===== config.mk =====
export PLATFORM = sky130hd
export DESIGN_NAME = ppu_vram_arb_flat
export DESIGN_NICKNAME = d
export VERILOG_FILES = /design/src/rtl/ppu_vram_arb_if.sv /design/src/rtl/ppu_vram_arb.sv /design/src/flat_wrapper.sv
export SDC_FILE = /design/constraint.sdc
export NUM_CORES = 1
export LEC_CHECK = 0
export CAP_MARGIN = 20
export CELL_PAD_IN_SITES_DETAIL_PLACEMENT = 2
export CELL_PAD_IN_SITES_GLOBAL_PLACEMENT = 2
export CORE_ASPECT_RATIO = 1.4
export CORE_MARGIN = 2
export CORE_UTILIZATION = 25
export CTS_CLUSTER_DIAMETER = 150
export DETAILED_ROUTE_END_ITERATION = 12
export PLACE_DENSITY_LB_ADDON = 0.1
export SYNTH_ARGS = -nofsm -noshare
export SYNTH_HDL_FRONTEND = slang
export SYNTH_SLANG_ARGS = --single-unit

===== constraint.sdc =====
create_clock -name clock -period 5.6 [get_ports clock]
set_input_delay 1.12 -clock clock [delete_from_list [all_inputs] [get_ports clock]]
set_output_delay 1.12 -clock clock [all_outputs]
set_load 0.02 [all_outputs]

===== src/rtl/ppu_vram_arb_if.sv =====
// Bundle between the VRAM arbiter and its requesters (bg fetcher, sprite engine, CPU $2007 path) and the VRAM.
// The arbiter takes the slave side; the environment (requesters + RAM) takes the master side.
interface ppu_vram_arb_if;
  logic [8:0]  cycleNum;
  logic        render_en;
  logic        vblank;
  logic        bg2vram_v;
  logic [13:0] bg2vram_addr;
  logic [7:0]  vram2bg_data;
  logic        se2vram_v;
  logic [13:0] se2vram_addr;
  logic [7:0]  vram2se_data;
  logic        cpu_req;
  logic        cpu_we;
  logic [13:0] cpu_addr;
  logic [7:0]  cpu_wdata;
  logic        cpu_ack;
  logic [7:0]  cpu_rdata;
  logic        cpu_stall;
  logic [13:0] vram_addr;
  logic        vram_rd;
  logic        vram_wr;
  logic [7:0]  vram_wdata;
  logic [7:0]  vram_rdata;
  logic [1:0]  owner;

  modport master (
    output cycleNum, render_en, vblank, bg2vram_v, bg2vram_addr, se2vram_v, se2vram_addr,
           cpu_req, cpu_we, cpu_addr, cpu_wdata, vram_rdata,
    input  vram2bg_data, vram2se_data, cpu_ack, cpu_rdata, cpu_stall,
           vram_addr, vram_rd, vram_wr, vram_wdata, owner
  );

  modport slave (
    input  cycleNum, render_en, vblank, bg2vram_v, bg2vram_addr, se2vram_v, se2vram_addr,
           cpu_req, cpu_we, cpu_addr, cpu_wdata, vram_rdata,
    output vram2bg_data, vram2se_data, cpu_ack, cpu_rdata, cpu_stall,
           vram_addr, vram_rd, vram_wr, vram_wdata, owner
  );
endinterface


===== src/rtl/ppu_vram_arb.sv =====
// Sequences the single PPU VRAM port: bg/se by scanline dot window while rendering, CPU otherwise.
// Grant -> address phase next cycle -> data/ack the cycle after; blocked requesters wait (cpu_stall flags the CPU).
module ppu_vram_arb #(
  parameter logic [8:0] SE_FIRST = 9'd257,
  parameter logic [8:0] SE_LAST  = 9'd320,
  parameter logic [8:0] LAST_DOT = 9'd340
) (
  input logic           clock,
  input logic           reset_n,
  ppu_vram_arb_if.slave bus
);

  typedef enum logic [1:0] {
    IDLE = 2'd0,
    ADDR = 2'd1,
    DATA = 2'd2
  } state_t;

  localparam logic [1:0] OWN_NONE = 2'd0;
  localparam logic [1:0] OWN_BG   = 2'd1;
  localparam logic [1:0] OWN_SE   = 2'd2;
  localparam logic [1:0] OWN_CPU  = 2'd3;

  state_t      state_q, state_d;
  logic [1:0]  owner_q;
  logic        we_q;
  logic [13:0] addr_q;
  logic [7:0]  wdata_q;
  logic        rd_q, wr_q;
  logic [7:0]  bg_q, se_q, cpu_q;

  logic        rendering, in_bg, in_se, slot_free, cpu_retiring;
  logic [1:0]  grant;
  logic [13:0] grant_addr;
  logic        grant_wr;

  assign rendering = bus.render_en & ~bus.vblank;
  assign in_se     = (bus.cycleNum >= SE_FIRST) && (bus.cycleNum <= SE_LAST);
  assign in_bg     = ((bus.cycleNum >= 9'd1) && (bus.cycleNum < SE_FIRST)) ||
                     ((bus.cycleNum > SE_LAST) && (bus.cycleNum <= LAST_DOT));
  assign slot_free = (state_q == IDLE) || (state_q == DATA);
  // cpu_req is still high in its own ack cycle; it must not count as a fresh request.
  assign cpu_retiring = (state_q == DATA) && (owner_q == OWN_CPU);

  always_comb begin
    grant = OWN_NONE;
    if (slot_free) begin
      if (rendering) begin
        if (in_bg && bus.bg2vram_v)
          grant = OWN_BG;
        else if (in_se && bus.se2vram_v)
          grant = OWN_SE;
      end else if (bus.cpu_req && !cpu_retiring) begin
        grant = OWN_CPU;
      end
    end
  end

  always_comb begin
    grant_addr = bus.cpu_addr;
    case (grant)
      OWN_BG:  grant_addr = bus.bg2vram_addr;
      OWN_SE:  grant_addr = bus.se2vram_addr;
      default: grant_addr = bus.cpu_addr;
    endcase
  end

  assign grant_wr = (grant == OWN_CPU) & bus.cpu_we;

  always_ff @(posedge clock or negedge reset_n) begin
    if (!reset_n)
      state_q <= IDLE;
    else
      state_q <= state_d;
  end

  always_comb begin
    state_d = state_q;
    case (state_q)
      IDLE:    state_d = (grant != OWN_NONE) ? ADDR : IDLE;
      ADDR:    state_d = DATA;
      DATA:    state_d = (grant != OWN_NONE) ? ADDR : IDLE;
      default: state_d = IDLE;
    endcase
  end

  // Address-phase strobes are registered so they are clean for exactly the ADDR cycle.
  always_ff @(posedge clock or negedge reset_n) begin
    if (!reset_n) begin
      owner_q <= OWN_NONE;
      we_q    <= 1'b0;
      addr_q  <= '0;
      wdata_q <= '0;
      rd_q    <= 1'b0;
      wr_q    <= 1'b0;
      bg_q    <= '0;
      se_q    <= '0;
      cpu_q   <= '0;
    end else begin
      rd_q <= 1'b0;
      wr_q <= 1'b0;
      if (grant != OWN_NONE) begin
        owner_q <= grant;
        we_q    <= grant_wr;
        addr_q  <= grant_addr;
        rd_q    <= ~grant_wr;
        wr_q    <= grant_wr;
        if (grant_wr)
          wdata_q <= bus.cpu_wdata;
      end else if (state_q == DATA) begin
        owner_q <= OWN_NONE;
      end

      if (state_q == DATA) begin
        case (owner_q)
          OWN_BG:  bg_q <= bus.vram_rdata;
          OWN_SE:  se_q <= bus.vram_rdata;
          OWN_CPU: if (!we_q) cpu_q <= bus.vram_rdata;
          default: ;
        endcase
      end
    end
  end

  always_comb begin
    bus.vram_addr    = addr_q;
    bus.vram_rd      = rd_q;
    bus.vram_wr      = wr_q;
    bus.vram_wdata   = wdata_q;
    bus.owner        = owner_q;
    bus.cpu_ack      = cpu_retiring;
    bus.vram2bg_data = bg_q;
    bus.vram2se_data = se_q;
    bus.cpu_rdata    = cpu_q;
    if (state_q == DATA && owner_q == OWN_BG)
      bus.vram2bg_data = bus.vram_rdata;
    if (state_q == DATA && owner_q == OWN_SE)
      bus.vram2se_data = bus.vram_rdata;
    if (cpu_retiring && !we_q)
      bus.cpu_rdata = bus.vram_rdata;
    bus.cpu_stall = reset_n & bus.cpu_req & rendering & (owner_q != OWN_CPU);
  end

endmodule


===== src/flat_wrapper.sv =====
// flat-port wrapper written by rule: the top's interface ports become plain ports
module ppu_vram_arb_flat 
#(
  parameter logic [8:0] SE_FIRST = 9'd257,
  parameter logic [8:0] SE_LAST  = 9'd320,
  parameter logic [8:0] LAST_DOT = 9'd340
)
  (clock, reset_n, bus_cycleNum, bus_render_en, bus_vblank, bus_bg2vram_v, bus_bg2vram_addr, bus_se2vram_v, bus_se2vram_addr, bus_cpu_req, bus_cpu_we, bus_cpu_addr, bus_cpu_wdata, bus_vram_rdata, bus_vram2bg_data, bus_vram2se_data, bus_cpu_ack, bus_cpu_rdata, bus_cpu_stall, bus_vram_addr, bus_vram_rd, bus_vram_wr, bus_vram_wdata, bus_owner);
  ppu_vram_arb_if bus_i ();
  input logic clock;
  input logic reset_n;
  input wire logic [$bits(bus_i.cycleNum)-1:0] bus_cycleNum;
  input wire logic [$bits(bus_i.render_en)-1:0] bus_render_en;
  input wire logic [$bits(bus_i.vblank)-1:0] bus_vblank;
  input wire logic [$bits(bus_i.bg2vram_v)-1:0] bus_bg2vram_v;
  input wire logic [$bits(bus_i.bg2vram_addr)-1:0] bus_bg2vram_addr;
  input wire logic [$bits(bus_i.se2vram_v)-1:0] bus_se2vram_v;
  input wire logic [$bits(bus_i.se2vram_addr)-1:0] bus_se2vram_addr;
  input wire logic [$bits(bus_i.cpu_req)-1:0] bus_cpu_req;
  input wire logic [$bits(bus_i.cpu_we)-1:0] bus_cpu_we;
  input wire logic [$bits(bus_i.cpu_addr)-1:0] bus_cpu_addr;
  input wire logic [$bits(bus_i.cpu_wdata)-1:0] bus_cpu_wdata;
  input wire logic [$bits(bus_i.vram_rdata)-1:0] bus_vram_rdata;
  output wire logic [$bits(bus_i.vram2bg_data)-1:0] bus_vram2bg_data;
  output wire logic [$bits(bus_i.vram2se_data)-1:0] bus_vram2se_data;
  output wire logic [$bits(bus_i.cpu_ack)-1:0] bus_cpu_ack;
  output wire logic [$bits(bus_i.cpu_rdata)-1:0] bus_cpu_rdata;
  output wire logic [$bits(bus_i.cpu_stall)-1:0] bus_cpu_stall;
  output wire logic [$bits(bus_i.vram_addr)-1:0] bus_vram_addr;
  output wire logic [$bits(bus_i.vram_rd)-1:0] bus_vram_rd;
  output wire logic [$bits(bus_i.vram_wr)-1:0] bus_vram_wr;
  output wire logic [$bits(bus_i.vram_wdata)-1:0] bus_vram_wdata;
  output wire logic [$bits(bus_i.owner)-1:0] bus_owner;
  assign bus_i.cycleNum = bus_cycleNum;
  assign bus_i.render_en = bus_render_en;
  assign bus_i.vblank = bus_vblank;
  assign bus_i.bg2vram_v = bus_bg2vram_v;
  assign bus_i.bg2vram_addr = bus_bg2vram_addr;
  assign bus_i.se2vram_v = bus_se2vram_v;
  assign bus_i.se2vram_addr = bus_se2vram_addr;
  assign bus_i.cpu_req = bus_cpu_req;
  assign bus_i.cpu_we = bus_cpu_we;
  assign bus_i.cpu_addr = bus_cpu_addr;
  assign bus_i.cpu_wdata = bus_cpu_wdata;
  assign bus_i.vram_rdata = bus_vram_rdata;
  assign bus_vram2bg_data = bus_i.vram2bg_data;
  assign bus_vram2se_data = bus_i.vram2se_data;
  assign bus_cpu_ack = bus_i.cpu_ack;
  assign bus_cpu_rdata = bus_i.cpu_rdata;
  assign bus_cpu_stall = bus_i.cpu_stall;
  assign bus_vram_addr = bus_i.vram_addr;
  assign bus_vram_rd = bus_i.vram_rd;
  assign bus_vram_wr = bus_i.vram_wr;
  assign bus_vram_wdata = bus_i.vram_wdata;
  assign bus_owner = bus_i.owner;
  ppu_vram_arb #(.SE_FIRST(SE_FIRST), .SE_LAST(SE_LAST), .LAST_DOT(LAST_DOT)) u_core (.clock(clock), .reset_n(reset_n), .bus(bus_i));
endmodule

Yosys cells after proc, flatten, opt, wreduce, memory -nomap -nowiden
Cells that the tools add are included.
Widths: inputs -> output; s select.
{"block": "word_totals", "reg_bits": 53, "wordCells": 70}
{"block": "classes", "n_lt_le_gt_ge": 6, "n_eq_ne": 9, "muxes": 15, "bitwise_logic": 8, "n_reduce_logical": 22}
{"operator": "$pmux 14 s2", "count": 1}
{"operator": "$mux 8", "count": 3}
{"operator": "$le 9x9->1 const B", "count": 2}
{"operator": "$mux 2", "count": 7}
{"operator": "$eq 2x2->1 const B", "count": 5}
{"operator": "$logic_and 1x1->1", "count": 10}
{"operator": "$ge 9x1->1 const B", "count": 1}
{"operator": "$ge 9x9->1 const B", "count": 1}
{"operator": "$gt 9x9->1 const B", "count": 1}
{"operator": "$lt 9x9->1 const B", "count": 1}
{"operator": "$eq 2x1->1 const B", "count": 3}
{"operator": "$reduce_and 2->1", "count": 3}
{"operator": "$and 1x1->1", "count": 5}
{"operator": "$pmux 2 s2", "count": 1}
{"operator": "$reduce_bool 2->1", "count": 2}
{"operator": "$mux 1", "count": 3}
{"operator": "$not 1->1", "count": 3}
{"operator": "$reduce_and 3->1", "count": 1}
{"operator": "$logic_not 1->1", "count": 2}
{"operator": "$logic_not 2->1", "count": 1}
{"operator": "$logic_or 1x1->1", "count": 2}
{"operator": "$ne 2x2->1 const B", "count": 1}
{"operator": "$reduce_or 2->1", "count": 1}

Longest topological paths before layout
Gate-level depths: netlist of run 1.
{"block": "logic_depth", "ltp_word": 11, "mapped_depth": 11, "ltp_nobuf": 10}

Worst setup path before layout of run 1
Ideal clock, no wire load.
{"block": "synth_timing", "path_kind": "input-to-reg", "start": "input port bus_cycleNum[1]", "end": "register u_core.addr_q[3] (netlist: u_core.bus.vram_addr[3])", "setup_time_ps": 136, "t_arrival_ps": 3612, "path_slack_ps": 1852, "stages": 10, "path_buffers": 2, "path_cell_list": "or4_4 or4b_4 o211ai_2 o21ai_0 ha_1 clkbuf_1 clkbuf_1 nor2_1 a21oi_1 o21ai_0"}
{"block": "synth_via", "elab_chain_len": 9, "word_cells_on_any_way": 20, "cone_classes": "6 x order compare; 2 x eq/ne; 5 x mux; 7 x reduce/logical"}
{"element": "from (decl)", "line_no": "flat_wrapper.sv:12", "rtl": "input wire logic [$bits(bus_i.cycleNum)-1:0] bus_cycleNum;"}
{"element": "$ge 9x9->1 (tied with other cells)", "line_no": "ppu_vram_arb.sv:38", "rtl": "assign in_se = (bus.cycleNum >= SE_FIRST) && (bus.cycleNum <= SE_LAST);"}
{"element": "$logic_and 1x1->1 (on tied branches)", "line_no": "ppu_vram_arb.sv:38, ppu_vram_arb.sv:39, ppu_vram_arb.sv:40"}
{"element": "$logic_and 1x1->1 or $logic_or 1x1->1 (tied branches)", "line_no": "ppu_vram_arb.sv:51, ppu_vram_arb.sv:39"}
{"element": "$mux 2 or $logic_and 1x1->1 (tied branches)", "line_no": "ppu_vram_arb.sv:51, ppu_vram_arb.sv:49"}
{"element": "$mux 2 *", "line_no": "ppu_vram_arb.sv:49", "rtl": "if (in_bg && bus.bg2vram_v)"}
{"element": "$mux 2 *", "line_no": "ppu_vram_arb.sv:48", "rtl": "if (rendering) begin"}
{"element": "$mux 2 *", "line_no": "ppu_vram_arb.sv:47", "rtl": "if (slot_free) begin"}
{"element": "$eq 2x2->1 or $eq 2x1->1 (tied branches)", "line_no": "ppu_vram_arb.sv:61", "rtl": "case (grant)"}
{"element": "$pmux 14 s2", "line_no": "ppu_vram_arb.sv:61"}
{"element": "to (signal assigned)", "line_no": "ppu_vram_arb.sv:105", "rtl": "addr_q <= grant_addr;"}
{"element": "to (decl)", "line_no": "ppu_vram_arb.sv:27", "rtl": "logic [13:0] addr_q;"}
Every way passes the cells marked *; elsewhere a longest branch is shown, timed or not.
A chain may end at the register's enable or synchronous reset.

Worst setup path after layout of run 1
{"block": "layout_timing", "start": "input port bus_cycleNum[1]", "end": "register u_core.wdata_q[7] (netlist: u_core.bus.vram_wdata[7])"}
{"block": "layout_via", "elab_chain_len": 10, "word_cells_on_any_way": 20, "cone_classes": "6 x order compare; 1 x eq/ne; 4 x mux; 1 x bitwise; 8 x reduce/logical"}
{"element": "$ge 9x9->1 (tied with other cells)", "line_no": "ppu_vram_arb.sv:38"}
{"element": "$logic_and 1x1->1 (on tied branches)", "line_no": "ppu_vram_arb.sv:38, ppu_vram_arb.sv:39, ppu_vram_arb.sv:40"}
{"element": "$logic_and 1x1->1 or $logic_or 1x1->1 (tied branches)", "line_no": "ppu_vram_arb.sv:51, ppu_vram_arb.sv:39"}
{"element": "$mux 2 or $logic_and 1x1->1 (tied branches)", "line_no": "ppu_vram_arb.sv:51, ppu_vram_arb.sv:49"}
{"element": "$mux 2 *", "line_no": "ppu_vram_arb.sv:49"}
{"element": "$mux 2 *", "line_no": "ppu_vram_arb.sv:48"}
{"element": "$mux 2 *", "line_no": "ppu_vram_arb.sv:47"}
{"element": "$eq 2x2->1", "line_no": "ppu_vram_arb.sv:68", "rtl": "assign grant_wr = (grant == OWN_CPU) & bus.cpu_we;"}
{"element": "$and 1x1->1", "line_no": "ppu_vram_arb.sv:68"}
{"element": "$reduce_and 2->1 (no line) *"}
{"element": "to (signal assigned)", "line_no": "ppu_vram_arb.sv:109", "rtl": "wdata_q <= bus.cpu_wdata;"}
{"element": "to (decl)", "line_no": "ppu_vram_arb.sv:28", "rtl": "logic [7:0] wdata_q;"}
Marks and branches as above.

==> impl_metrics.yaml, run 1 <==
detailed_routing:
  dr.pass1.iters: 4
  drc: 0
  routed_wl_um: 7302
  drtAntennaViolNets: 0
  wl_per_cell_um: 14.69
  viasPerCell: 4.543
  drt_iter0_markers: 23
  vias: 2258
power:
  power_density_mw_per_mm2: 501.5
  p_seq_frac: 0.319
  p_int_mw: 1.299
  combPwrFrac: 0.506
  power.ir.vdd_worst_v: 0.0001375
  p_clk_frac: 0.176
  switchingPower_mw: 0.7483
  p_leak_nw: 1.702
  sw_frac_of_total: 0.3655
finish:
  drive_gt1_frac: 0.1409
  antenna_cells: 0
  final_common_cell: "clkdlybuf4s50_1"
  finalNetCount: 440
  finalNonFillerCells: 497
  layout_common_cells: "clkdlybuf4s50_1 (125), dfrtp_1 (53), nand2_1 (43), mux2_2 (32), nor2_1 (19)"
  syn2layout_area_growth_pct: 62.82
synth:
  syn_area_sq_mm: 0.002507
  ys.flop_type: "dfrtp_1"
  seq_area_frac_synth: 0.5289
  synth_edf_count: 0
  ys_ff_latch: 53
  syn_inst: 236
  synthArstFlopShare: 1.000
  syn_avg_cell_area_sq_um: 10.62
  synth_cell_types: 33
  yosysWarnings: 0
  syn_nets: 315
floorplanning:
  die_w_um: 88.64
  die_height_um: 122.5
  num_rows: 43
  die_area_sq_mm: 0.01086
  initial_utilization: 0.2547
  io-pin-count: 127
  core_region_area_sq_mm: 0.009846
clock_network:
  clkTransAtPathRegs_ps: 70
  numCtsBuffers: 5
  cts_resized: 0
  clock_sinks: 53
  worst_skew_pair.late_latency_ps: 290
  cts_setup_buffers: 0
  cts_tree: "done"
  cts_buffer_depth: 2
  hold_buffers: 0
  htree_levels: 2
  cts-root-buf: "clkbuf_16"
placement:
  dp_cells: 489
  pre_cts_slack_ps: 1103
  hpwlAfterDp_um: 5824
  port_buffers: 126
  gp_congestion: 0.7013
flow_run:
  drv_cap: 0
setup_path:
  path_max_fanout: 10
  crit_required_ps: 5790
  cp-start-kind: "primary input"
  r2r_slack_ps: 2840
  critPathArrivalTime_ps: 4330
  crit_path_end_kind: "flop"
  setup.worst_path.class: "in2reg"
sta:
  fin_ws_ps: 1461
  relSlewSlack: 0.4367
  setup_violations: 0
  fin_crit_sh: 0.7391
  hold_violations: 0
  tightest_slew_ps: 841.2
  period_needed_ps: 4139
  finClkSkew_ps: 8.219
  fin_setup_tns_ps: 0
  fmax_mhz: 241.6
  whs_ps: 476.5
  rsz0062_at_grt: "no"
  drv_slew: 0
worst_hold_path:
  hold_path.class: "reg2reg"
grt:
  grt_pass1_wl_um: 11790
  grt_start_max_net_pins: 54
  antenna_found_initial: 0
  grt_overflow: 0
  grt_pass1_vias: 2456
  grtUsageTotal: 0.1396
status:
  status: "completed"
-- critical path, stage by stage --
cell,delay [ps]
clkdlybuf4s50_1,430
or4_4,560
or4b_4,550
o211ai_2,230
o21a_1,190
ha_1,330
nand3b_1,370
clkinv_1,340
nand2_1,150
nand2_1,60
-- layer usage --
metal	vias up	track usage	wire [um]
met3	5	0.06321	746
met1	1088	0.1397	2570
met4	0	0.03977	63
li1	1076	-	-
met2	89	0.2547	3921
met5	-	0	0
-- per-stage QoR --
step | utilization | total power, mW | area, sq um
3_5_place_dp | 0.3971 | 1.716 | 3910
4_1_cts | 0.4147 | 2.089 | 4083
3_3_place_gp | 0.3971 | 1.690 | 3910
6_report | 0.4147 | 2.047 | 4083
2_1_floorplan | - | 1.199 | 2507
5_1_grt | 0.4147 | 2.189 | 4083
-- power by group through the flow --
stage	combinational [mW]	clock (mW)	sequential [mW]
6_report	1.04	0.360	0.652
5_1_grt	1.12	0.388	0.678
4_1_cts	1.06	0.373	0.657
3_5_place_dp	1.05	0	0.663
3_3_place_gp	1.04	0	0.652
2_1_floorplan	0.456	0	0.743
-- state kept, by name (all words and copies together), names as in the netlist --
| name | count |
|---|---|
| u_core.bus.vram_addr | 14 |
| u_core.bus.vram_wdata | 8 |
| u_core.cpu_q | 8 |
| u_core.bg_q | 8 |
| u_core.se_q | 8 |
| u_core.bus.vram_wr | 1 |
| u_core.we_q | 1 |
| u_core.bus.owner | 2 |
| u_core.bus.vram_rd | 1 |
| u_core.state_q | 2 |
-- cells by family (layout without fill, tap and decap cells) --
group | after synthesis | count (layout) | share of synthesized area
flip-flops | 53 | 53 | 0.5289
AO/OA/AOI/OAI | 53 | 53 | 0.1367
buffers and inverters | 13 | 139 | 0.02096
adder cells (fa/ha/maj) | 4 | 4 | 0.01996
multiplexers | 32 | 32 | 0.1437
AND/OR/NAND/NOR | 81 | 81 | 0.1497
-- synthesized netlist by cell type (2+ instances only) --
library cell,number,area share
dfrtp_1,53,0.53
nand2_1,43,0.064
mux2_2,32,0.14
nor2_1,19,0.028
a21oi_1,15,0.030
o21ai_0,15,0.030
a22oi_1,14,0.042
clkbuf_1,10,0.015
ha_1,4,0.020
nand3_1,3,0.0060
nand2b_1,2,0.0050
nor2b_1,2,0.0050
nor3_1,2,0.0040
nor3b_2,2,0.010
o31ai_1,2,0.0060
-- worst paths after layout --
kind | start | end | depth (start not counted)
worst min register to register | u_core.bus.vram_wdata[2] | u_core.bus.vram_wdata[2] | 2
worst min-delay path | u_core.bus.vram_wdata[2] | u_core.bus.vram_wdata[2] | 2
max in group asynchronous | reset_n | u_core.bus.vram_wdata[3] | 2
worst max-delay path | bus_cycleNum[1] | u_core.bus.vram_wdata[7] | 10
min in group asynchronous | reset_n | u_core.bg_q[3] | 2
worst max register to register | u_core.state_q[0] | u_core.bus.vram_addr[0] | 8
-- layout make-up --
cell class | count | area (sq um)
Inverter | 2 | 7.507
Timing Repair Buffer | 129 | 1279
Clock buffer | 7 | 142.6
Tap cell | 135 | 168.9
Sequential cell | 53 | 1326
Clock inverter | 1 | 30.03
Fill cell | 1067 | 5763
Multi-Input combinational cell | 170 | 1129
No activity file was read; power rests on OpenSTA's default activity.
==> inputs of run 2 (changes only) <==
CORE_UTILIZATION = 21   (was 25)
clock period = 3.7 ns   (was 5.6 ns; I/O delays follow)
==> impl_metrics.yaml, run 2 (synthesized netlist as in run 1, its figures left out) <==
sta:
  rsz0062_at_grt: "no"
  tightest_slew_ps: 704.2
  fin_crit_sh: 0.9261
  fmax_mhz: 291.8
  whs_ps: 475.0
  setup_violations: 0
  relSlewSlack: 0.5305
  finClkSkew_ps: 3.905
  hold_violations: 0
  period_needed_ps: 3427
  drv_slew: 0
detailed_routing:
  wl_per_cell_um: 14.56
  dr.pass1.iters: 3
  vias: 2315
  drtAntennaViolNets: 0
  drc: 0
  viasPerCell: 4.469
  drt_iter0_markers: 29
  routed_wl_um: 7541
placement:
  port_buffers: 126
  gp_congestion: 0.6539
  hpwlAfterDp_um: 5999
flow_run:
  drv_cap: 0
power:
  p_total_mw: 3.092
  sw_frac_of_total: 0.3679
  p_seq_frac: 0.318
  switchingPower_mw: 1.138
  p_leak_nw: 1.741
  combPwrFrac: 0.521
  p_clk_frac: 0.160
  p_int_mw: 1.955
  power_density_mw_per_mm2: 741.7
  power.ir.vdd_worst_v: 0.0001934
clock_network:
  cts_tree: "done"
  numCtsBuffers: 5
  htree_levels: 2
  cts-root-buf: "clkbuf_16"
  clock_sinks: 53
  cts_setup_buffers: 0
  cts_resized: 0
  cts_buffer_depth: 2
  clkTransAtPathRegs_ps: 70
  worst_skew_pair.late_latency_ps: 290
  hold_buffers: 0
floorplanning:
  initial_utilization: 0.2132
  num_rows: 47
  die_area_sq_mm: 0.01284
  core_region_area_sq_mm: 0.01176
  die_w_um: 96.35
  io-pin-count: 127
  die_height_um: 133.3
setup_path:
  crit_path_end_kind: "flop"
  worstPathCellList: "clkdlybuf4s50_1, or4_4, or4b_4, o311ai_2, o211ai_2, o21a_1, ha_1, a22oi_1, nor2_1, a21oi_1, o21ai_0"
  r2r_slack_ps: 1230
  cp_slowest_stage_delay_ps: 550
  crit_required_ps: 3860
  critPathArrivalTime_ps: 3590
  setup.worst_path.class: "in2reg"
  cpMaxStageDelayCell: "or4b_4"
  cp-start-kind: "primary input"
  path_max_fanout: 14
finish:
  n_fill_cell: 1298
  layout_common_cells: "clkdlybuf4s50_1 (125), dfrtp_1 (53), nand2_1 (43), mux2_2 (32), nor2_1 (19)"
  largest_register_ffs: 14
  antenna_cells: 0
  drive_gt1_frac: 0.1698
  final_common_cell: "clkdlybuf4s50_1"
  finalNetCount: 449
  syn2layout_area_growth_pct: 66.27
grt:
  grt_overflow: 0
  grt_pass1_wl_um: 12430
  antenna_found_initial: 0
  grtUsageTotal: 0.1219
  grt_pass1_vias: 2573
  grt_start_max_net_pins: 54
worst_hold_path:
  hold_path.class: "reg2reg"
status:
  status: "completed"
-- run 2: worst paths after layout --
kind                                           from                  endpoint  cells after the start
min in group asynchronous                   reset_n       u_core.bus.owner[0]                      2
min                        u_core.bus.vram_wdata[1]  u_core.bus.vram_wdata[1]                      2
max reg2reg                       u_core.state_q[0]  u_core.bus.vram_wdata[7]                      9
max                                 bus_cycleNum[0]   u_core.bus.vram_addr[3]                     11
min reg2reg                u_core.bus.vram_wdata[1]  u_core.bus.vram_wdata[1]                      2
max in group asynchronous                   reset_n  u_core.bus.vram_wdata[6]                      2
-- run 2: final cells by class --
cell class / count / area, sq um / area share
Inverter: 2 / 11.26 / 0.002701
Timing Repair Buffer: 138 / 1359 / 0.3259
Clock buffer: 7 / 152.6 / 0.03661
Multi-Input combinational cell: 170 / 1131 / 0.2713
Clock inverter: 1 / 5.005 / 0.001200
Sequential cell: 53 / 1326 / 0.3181
Tap cell: 147 / 183.9 / 0.04412
-- run 2: power groups by stage --
stage          sequential, mW  combinational (mW)  clock [mW]
2_1_floorplan            1.12               0.690           0
3_3_place_gp            0.986                1.62           0
3_5_place_dp             1.00                1.64           0
4_1_cts                 0.993                1.65       0.526
5_1_grt                  1.03                1.76       0.546
6_report                0.984                1.61       0.496
-- run 2: layer usage --
layer,up-vias,share of wire,global-route usage
met5,-,0,0
met1,1126,0.38,0.1336
met4,0,0.013,0.03286
li1,1094,-,-
met2,89,0.52,0.2230
met3,6,0.087,0.03620
-- run 2: stage by stage --
stage	instances	setup TNS [ps]	utilization	worst slack, ps	area (sq um)
3_5_place_dp	510	-1984	0.3405	-158.0	4005
5_1_grt	518	0	0.3545	20.28	4169
4_1_cts	518	0	0.3539	149.6	4163
3_3_place_gp	510	-517.8	0.3405	-53.65	4005
2_1_floorplan	236	0	-	332.0	2507
6_report	518	0	0.3545	273.4	4169
-- run 2: critical path, delay by kind of cell --
| kind | cells | cell delay, ps |
|---|---|---|
| buf+inv | 1 | 430 |
| simple gates | 3 | 1140 |
| compound gates | 6 | 890 |
| fa+ha+maj | 1 | 380 |
